### src/rtl/instr_cache.sv
// Direct-mapped, read-only instruction cache with a whole-line fill FSM.
// Define ICACHE_STATS_EN to build the saturating hit/miss counters.
module instr_cache #(
    parameter int unsigned INDEX_BITS  = 3,
    parameter int unsigned OFFSET_BITS = 2
) (
    input  logic        clk,
    input  logic        rst_n,
    input  logic [15:0] pc,
    input  logic        rd_en,
    input  logic        inv,
    output logic [15:0] instr,
    output logic        stall,
    output logic        mem_req,
    output logic [15:0] mem_addr,
    input  logic [15:0] mem_rdata,
    input  logic        mem_rvld,
    output logic [15:0] hit_cnt,
    output logic [15:0] miss_cnt
);

    localparam int unsigned LINES      = 1 << INDEX_BITS;
    localparam int unsigned LINE_WORDS = 1 << OFFSET_BITS;
    localparam int unsigned TAG_BITS   = 16 - INDEX_BITS - OFFSET_BITS;

    typedef enum logic [1:0] {
        IDLE = 2'd0,
        FILL = 2'd1,
        DONE = 2'd2
    } state_t;

    state_t                 state;
    logic [LINES-1:0]       valid;
    logic [TAG_BITS-1:0]    tag_mem  [LINES];
    logic [15:0]            data_mem [LINES][LINE_WORDS];
    logic [TAG_BITS-1:0]    miss_tag;
    logic [INDEX_BITS-1:0]  miss_index;
    logic [OFFSET_BITS-1:0] beat_cnt;
    logic                   inv_pend;

    logic [OFFSET_BITS-1:0] pc_offset;
    logic [INDEX_BITS-1:0]  pc_index;
    logic [TAG_BITS-1:0]    pc_tag;
    logic                   idle;
    logic                   hit;
    logic                   miss;
    logic                   last_beat;
    logic [OFFSET_BITS-1:0] beat_nxt;

    assign pc_offset = pc[OFFSET_BITS-1:0];
    assign pc_index  = pc[OFFSET_BITS +: INDEX_BITS];
    assign pc_tag    = pc[15 -: TAG_BITS];

    // Lookup only happens in IDLE; fill states always stall the fetch.
    assign idle  = (state == IDLE);
    assign hit   = idle && rd_en && valid[pc_index] && (tag_mem[pc_index] == pc_tag);
    assign miss  = idle && rd_en && !hit;
    assign instr = hit ? data_mem[pc_index][pc_offset] : 16'h0000;
    assign stall = idle ? miss : 1'b1;

    assign last_beat = (beat_cnt == OFFSET_BITS'(LINE_WORDS - 1));
    assign beat_nxt  = beat_cnt + OFFSET_BITS'(1);

    // Fill FSM, valid bits and memory request registers.
    always_ff @(posedge clk or negedge rst_n) begin
        if (!rst_n) begin
            state      <= IDLE;
            valid      <= '0;
            beat_cnt   <= '0;
            inv_pend   <= 1'b0;
            mem_req    <= 1'b0;
            mem_addr   <= '0;
            miss_tag   <= '0;
            miss_index <= '0;
        end else begin
            if (inv) begin
                valid <= '0;
            end
            case (state)
                IDLE: begin
                    inv_pend <= 1'b0;
                    if (miss) begin
                        miss_tag   <= pc_tag;
                        miss_index <= pc_index;
                        beat_cnt   <= '0;
                        mem_req    <= 1'b1;
                        mem_addr   <= {pc_tag, pc_index, OFFSET_BITS'(0)};
                        state      <= FILL;
                    end
                end
                FILL: begin
                    if (inv) begin
                        inv_pend <= 1'b1;
                    end
                    if (mem_rvld) begin
                        beat_cnt <= beat_nxt;
                        if (last_beat) begin
                            mem_req <= 1'b0;
                            state   <= DONE;
                        end else begin
                            mem_addr <= {miss_tag, miss_index, beat_nxt};
                        end
                    end
                end
                DONE: begin
                    // An invalidate seen during the fill leaves the line invalid.
                    if (!inv && !inv_pend) begin
                        valid[miss_index] <= 1'b1;
                    end
                    inv_pend <= 1'b0;
                    state    <= IDLE;
                end
                default: state <= IDLE;
            endcase
        end
    end

    // Line storage; readable only once the line is marked valid.
    always_ff @(posedge clk) begin
        if ((state == FILL) && mem_rvld) begin
            data_mem[miss_index][beat_cnt] <= mem_rdata;
        end
        if (state == DONE) begin
            tag_mem[miss_index] <= miss_tag;
        end
    end

`ifdef ICACHE_STATS_EN
    // Saturating hit/miss statistics.
    always_ff @(posedge clk or negedge rst_n) begin
        if (!rst_n) begin
            hit_cnt  <= '0;
            miss_cnt <= '0;
        end else begin
            if (hit && (hit_cnt != 16'hFFFF)) begin
                hit_cnt <= hit_cnt + 16'd1;
            end
            if (miss && (miss_cnt != 16'hFFFF)) begin
                miss_cnt <= miss_cnt + 16'd1;
            end
        end
    end
`else
    assign hit_cnt  = 16'h0000;
    assign miss_cnt = 16'h0000;
`endif

endmodule
### config.mk
export PLATFORM = sky130hd
export DESIGN_NAME = instr_cache
export DESIGN_NICKNAME = d
export VERILOG_FILES = /design/src/rtl/instr_cache.sv
export SDC_FILE = /design/constraint.sdc
export NUM_CORES = 1
export LEC_CHECK = 0
export ABC_AREA = 0
export CAP_MARGIN = 5
export CORE_MARGIN = 2
export CORE_UTILIZATION = 65
export CTS_CLUSTER_SIZE = 28
export DETAILED_ROUTE_END_ITERATION = 16
export PLACE_DENSITY = 0.84
export SYNTH_ARGS = -nofsm -noshare
export SYNTH_HDL_FRONTEND = slang
export SYNTH_SLANG_ARGS = --single-unit
### constraint.sdc
create_clock -name clk -period 5.8 [get_ports clk]
set_input_delay 1.45 -clock clk [delete_from_list [all_inputs] [get_ports clk]]
set_output_delay 1.45 -clock clk [all_outputs]
set_load 0.005 [all_outputs]
==> metrics.cfg, run 1 <==
[run]
cap_viol_max_count=0

[detailed_routing]
postRouteAntennaNets=0
routed_wl_um=63160
drc=0
drt-pass1-iter-count=7
drtIter0Drc=1736
drt-wirelength-per-cell_um=33.33
viasPerCell=6.900
num_vias=13075

[grt]
grt_util_all_layers_pct=31.98
grt_pass1_wl_um=92470
grt_pass1_vias=13439
antenna_found_initial=0
grt_max_degree=81
globalRouteOverflowTotal=0

[timing]
fin_crit_ns=5.690
setup_viol=0
post-route-period-util_pct=98.11
tns_ns=0
clock-skew-final_ns=0.01701
fin_ws_ns=0.1098
rsz0062_at_grt=false
clock.fmax_mhz=175.7
hold_viol=0
tightestPinTransition_ns=1.327
relSlewSlack_pct=11.29
drv_slew=0

[cells_and_area]
drive_gt1_share_pct=27.11
syn_to_final_growth_pct=13.15
fin_nets=1367
final_core_util_pct=74.60
final_cell_mix=edfxtp_1, mux4_2, clkdlybuf4s50_1, clkbuf_16, nor2_1
final_common_cell=edfxtp_1
fill_cells=2012

[logic_synthesis]
synth.area.top_cells=edfxtp_1, mux4_2, dfrtp_1
synthesis.area_sq_mm=0.02554
ys_types=47
ys.flop_type=edfxtp_1
ys_seq_area_share_pct=74.86
synth_top_area_share_pct=70.55
syn_inst=1212
ys_async_sr_fraction_pct=6.832
yosys.area.top_type=edfxtp_1
synth_edf_count=600
synth_warnings=0
syn_area_per_cell_sq_um=21.07
ys_seq_elements=644

[clock_tree]
clockBufferDepth=3
cts_resized=1
cts_tree=done
cts_buffers=60
clock_latency_ns=0.64
clockRootBuffer=clkbuf_16
clock_sinks=644
cts.clk_slew.worst_paths_ns=0.06
cts_hold_buffers=0
postCtsSetupRepairBufs=0
ctsHtreeMaxLevel=2

[floorplan]
core-area_sq_mm=0.03874
fp.dieH_um=202.2
design.portCount=103
die_area_sq_mm=0.04089
die_w_um=202.2
initial_utilization_pct=65.93
placementRows=72

[setup_path]
endpoint_kind=primary output
start_kind=primary input
crit_fanout=35
reg2reg_depth=4
path_class=primary input to primary output
worst_ep_arrival_time_ns=4.24
worstPathRequired_ns=4.35

[placed_design]
hpwl_um=32960
gp_congestion=0.8452
io_buffers=70
dpl_worst_slack_ns=0.1306

[power_and_ir_drop]
power_density_mw_per_mm2=379.6
p_leak_nw=9.443
vdd.ir_drop.worst_mv=0.2979

[hold_path]
holdPathStages=2
hold_class=flip-flop to flip-flop

[run_status]
status=completed

==> area by class of cell <==
type	instances	area [sq um]	area share, %
well taps	518	648.1	2.243
diodes	1	2.502	0.008660
inverters	31	116.4	0.4027
flip-flops and latches	644	19120	66.16
clock inverters	43	370.4	1.282
clock buffers	69	1556	5.386
repair buffers	116	1130	3.910
multi-input cells	473	5956	20.61
==> worst max-delay path: stages <==
cell,delay [ns]
buf_12,0.22
buf_12,0.21
buf_12,0.26
buf_12,0.21
mux4_2,0.53
mux4_2,0.50
mux2i_1,0.26
nor2_1,0.09
clkdlybuf4s50_1,0.48
==> per-stage QoR <==
step	cells	hold WS (ns)	power (mW)	area (sq um)
2_1_floorplan	1243	0.4608	6.489	25650
3_3_place_gp	1781	0.4749	7.013	26950
3_5_place_dp	1781	0.4918	7.082	26950
4_1_cts	1893	0.5048	10.97	28880
5_1_grt	1894	0.5264	11.27	28900
6_report	1895	0.5087	10.97	28900
==> path summary, 6_finish.rpt <==
| path | start | to | slack, ns |
|---|---|---|---|
| max | pc[2] | instr[1] | 0.11 |
| max reg2reg | state[0]$_DFFE_PN0P_ | data_mem[1][4]$_DFFE_PP_ | 2.06 |
| max in group asynchronous | rst_n | valid[2]$_DFF_PN0_ | 4.19 |
| min | valid[5]$_DFF_PN0_ | valid[5]$_DFF_PN0_ | 0.51 |
| min reg2reg | valid[5]$_DFF_PN0_ | valid[5]$_DFF_PN0_ | 0.51 |
| min in group asynchronous | rst_n | mem_addr[8]$_DFFE_PN0P_ | 0.99 |
==> sequential cells by signal (all words and copies together) (netlist names) <==
| register | flops |
|---|---|
| beat_cnt | 2 |
| valid | 8 |
| miss_index | 3 |
| inv_pend | 1 |
| mem_req | 1 |
| miss_tag | 11 |
| data_mem | 512 |
| tag_mem | 88 |
| mem_addr | 16 |
| state | 2 |
==> synth_stat cells, types with 3 or more instances <==
library cell	instances
a21oi_1	3
nor3_1	8
dfrtp_1	44
buf_6	4
a222oi_1	14
buf_2	15
edfxtp_1	600
buf_1	3
mux4_2	174
nand2b_1	4
o21ai_0	19
mux2i_1	21
nand2_1	19
nand3b_1	3
clkbuf_1	39
or3_1	17
nor2_1	79
a22o_1	3
buf_4	32
o22ai_1	10
mux2_4	7
mux2_2	17
ha_1	4
inv_1	30
xnor2_1	5
o31ai_1	3
mux2_1	10
==> power by group <==
group / switching (mW) / leakage (nW) / internal, mW
clock network: 1.73 / 0.939 / 2.19
logic: 0.760 / 2.57 / 0.561
registers: 0.254 / 5.93 / 5.48
==> logic make-up (layout without fill, tap and decap cells) <==
logic type,count (synthesis),in the layout,synth area share (%)
muxes,229,229,17.77
buffers and inverters,126,259,2.602
DFF,644,644,74.86
xor gates and xnor gates,5,5,0.1715
and+or+nand+nor,144,144,2.709
other,1,33,0.01468
adders and majority gates,4,4,0.1960
AOI/OAI and AO/OA,59,59,1.676
==> metal layers <==
metal  wire length (um)  up-vias  track usage (%)
li1                   -     5134                -
met1              22040     6750            43.32
met2              31650     1011            51.77
met3               6879      180            6.820
met4               2600        0            13.24
met5                  0        -                0
Power figures use the tool's default switching activity.
==> run 2: changes to the inputs <==
SLEW_MARGIN = 10   (was unset)
==> metrics.cfg, run 2 (same netlist as run 1, synthesis figures left out) <==
[detailed_routing]
postRouteAntennaNets=0  ; unchanged
drtIter0Drc=1697  ; -2.2%
drt-wirelength-per-cell_um=33.29  ; -0.11%
viasPerCell=6.889  ; -0.15%
drc=0  ; unchanged
num_vias=13048  ; -0.21%
routed_wl_um=63060  ; -0.16%
drt-pass1-iter-count=8  ; +1

[timing]
tns_ns=0  ; unchanged
clock-skew-final_ns=0.01732  ; +0.0003120 ns
post-route-period-util_pct=98.33  ; +0.22 points
drv_slew=0  ; unchanged
fin_crit_ns=5.703  ; +0.01277 ns
fin_hold_ws_ns=0.5058  ; -0.002882 ns
hold_viol=0  ; unchanged
relSlewSlack_pct=13.27  ; +2.0 points
tightestPinTransition_ns=1.300  ; -0.02704 ns
clock.fmax_mhz=175.3  ; -0.22%
setup_viol=0  ; unchanged
rsz0062_at_grt=false

[clock_tree]
clock_sinks=644  ; unchanged
cts_tree=done
clockBufferDepth=3  ; unchanged
ctsHtreeMaxLevel=2  ; unchanged
clockRootBuffer=clkbuf_16
cts.clk_slew.worst_paths_ns=0.06  ; about the same
clock_latency_ns=0.64  ; about the same
cts_buffers=60  ; unchanged

[power_and_ir_drop]
p_leak_nw=9.437  ; about the same
vdd.ir_drop.worst_mv=0.2966  ; -0.44%
power_density_mw_per_mm2=379.8  ; about the same

[setup_path]
worst_ep_arrival_time_ns=4.25  ; about the same
crit_fanout=35  ; unchanged
reg2reg_slack_ns=2.10  ; +0.04 ns
worstPathRequired_ns=4.35  ; about the same
start_kind=primary input
path_class=primary input to primary output
endpoint_kind=primary output

[hold_path]
hold_class=flip-flop to flip-flop

[cells_and_area]
drive_gt1_share_pct=27.49  ; +0.38 points
final_cells=1894  ; -0.053%
final_core_util_pct=74.57  ; about the same
final_common_cell=edfxtp_1
largest_reg_flops=512  ; unchanged
top_register=data_mem
final_cell_mix=edfxtp_1, mux4_2, clkdlybuf4s50_1, clkbuf_16
fin_nets=1366  ; -0.073%
syn_to_final_growth_pct=13.12  ; about the same
largestRegisters=data_mem x512, tag_mem x88, mem_addr x16

[placed_design]
hpwl_um=32960  ; unchanged
gp_congestion=0.8452  ; unchanged
dp_cells=1781  ; unchanged
io_buffers=70  ; unchanged

[grt]
globalRouteOverflowTotal=0  ; unchanged
grt_util_all_layers_pct=31.98  ; unchanged
antenna_found_initial=0  ; unchanged
grt_max_degree=81  ; unchanged
grt_pass1_wl_um=92470  ; unchanged
grt_pass1_vias=13439  ; unchanged

[floorplan]
die_area_sq_mm=0.04089  ; unchanged
placementRows=72  ; unchanged
die_w_um=202.2  ; unchanged
fp.dieH_um=202.2  ; unchanged
initial_utilization_pct=65.93  ; unchanged
design.portCount=103  ; unchanged
core-area_sq_mm=0.03874  ; unchanged

[run_status]
status=completed

[run]
cap_viol_max_count=0  ; unchanged

-- run 2: cell count changes in the layout (fill, tap and decap cells not counted), sizes merged --
cell | before | now
clkdlybuf4s50 | 65 | 62
buf | 51 | 53
-- run 2: final timing paths --
kind	startpoint	end	cells after the start
setup reg to reg	state[0]$_DFFE_PN0P_	data_mem[3][4]$_DFFE_PP_	4
hold reg to reg	valid[4]$_DFF_PN0_	valid[4]$_DFF_PN0_	2
hold / removal	valid[4]$_DFF_PN0_	valid[4]$_DFF_PN0_	2
min in group asynchronous	rst_n	mem_addr[8]$_DFFE_PN0P_	1
setup / recovery	pc[2]	instr[1]	9
max in group asynchronous	rst_n	mem_addr[1]$_DFFE_PN0P_	1
-- run 2: power breakdown --
part / internal, mW / switching [mW] / total (mW)
clock network: 2.19 / 1.74 / 3.92
logic: 0.560 / 0.761 / 1.32
registers: 5.47 / 0.254 / 5.73
total: 8.22 / 2.75 / 11.0
-- run 2: repair_timing --
action,CTS,global route
pin swaps,0,0
hold buffers,0,0
setup endpoints to repair,1,1
buffers inserted,0,0
resized for setup,1,1
-- run 2: worst max-delay path, stage by stage --
cell             delay (ns)
buf_12                 0.21
buf_12                 0.21
buf_12                 0.26
buf_12                 0.20
mux4_2                 0.54
mux4_2                 0.50
mux2i_1                0.26
nor2_1                 0.10
clkdlybuf4s50_1        0.48
-- run 2: layer usage --
metal | vias up | global-route usage [%] | share of wire, %
li1 | 5135 | - | -
met1 | 6687 | 43.32 | 35
met2 | 1038 | 51.77 | 50
met3 | 188 | 6.820 | 11
met4 | 0 | 13.24 | 4.3
met5 | - | 0 | 0
-- run 2: area by class of cell --
| type | count | area [sq um] |
|---|---|---|
| Inverter | 31 | 116.4 |
| Antenna cell | 1 | 2.502 |
| Fill cell | 2016 | 9849 |
| Clock buffer | 69 | 1556 |
| Clock inverter | 43 | 370.4 |
| Multi-Input combinational cell | 473 | 5968 |
| Tap cell | 518 | 648.1 |
| Timing Repair Buffer | 115 | 1107 |
| Sequential cell | 644 | 19120 |
-- run 2: per-stage QoR --
step | setup WS [ns] | cell area (sq um) | total power [mW]
4_1_cts | 0.06552 | 28880 | 10.97
3_5_place_dp | 0.1306 | 26950 | 7.082
5_1_grt | 0.01498 | 28890 | 11.27
6_report | 0.09706 | 28890 | 10.97
3_3_place_gp | 0.1353 | 26950 | 7.013
2_1_floorplan | 0.8691 | 25650 | 6.489
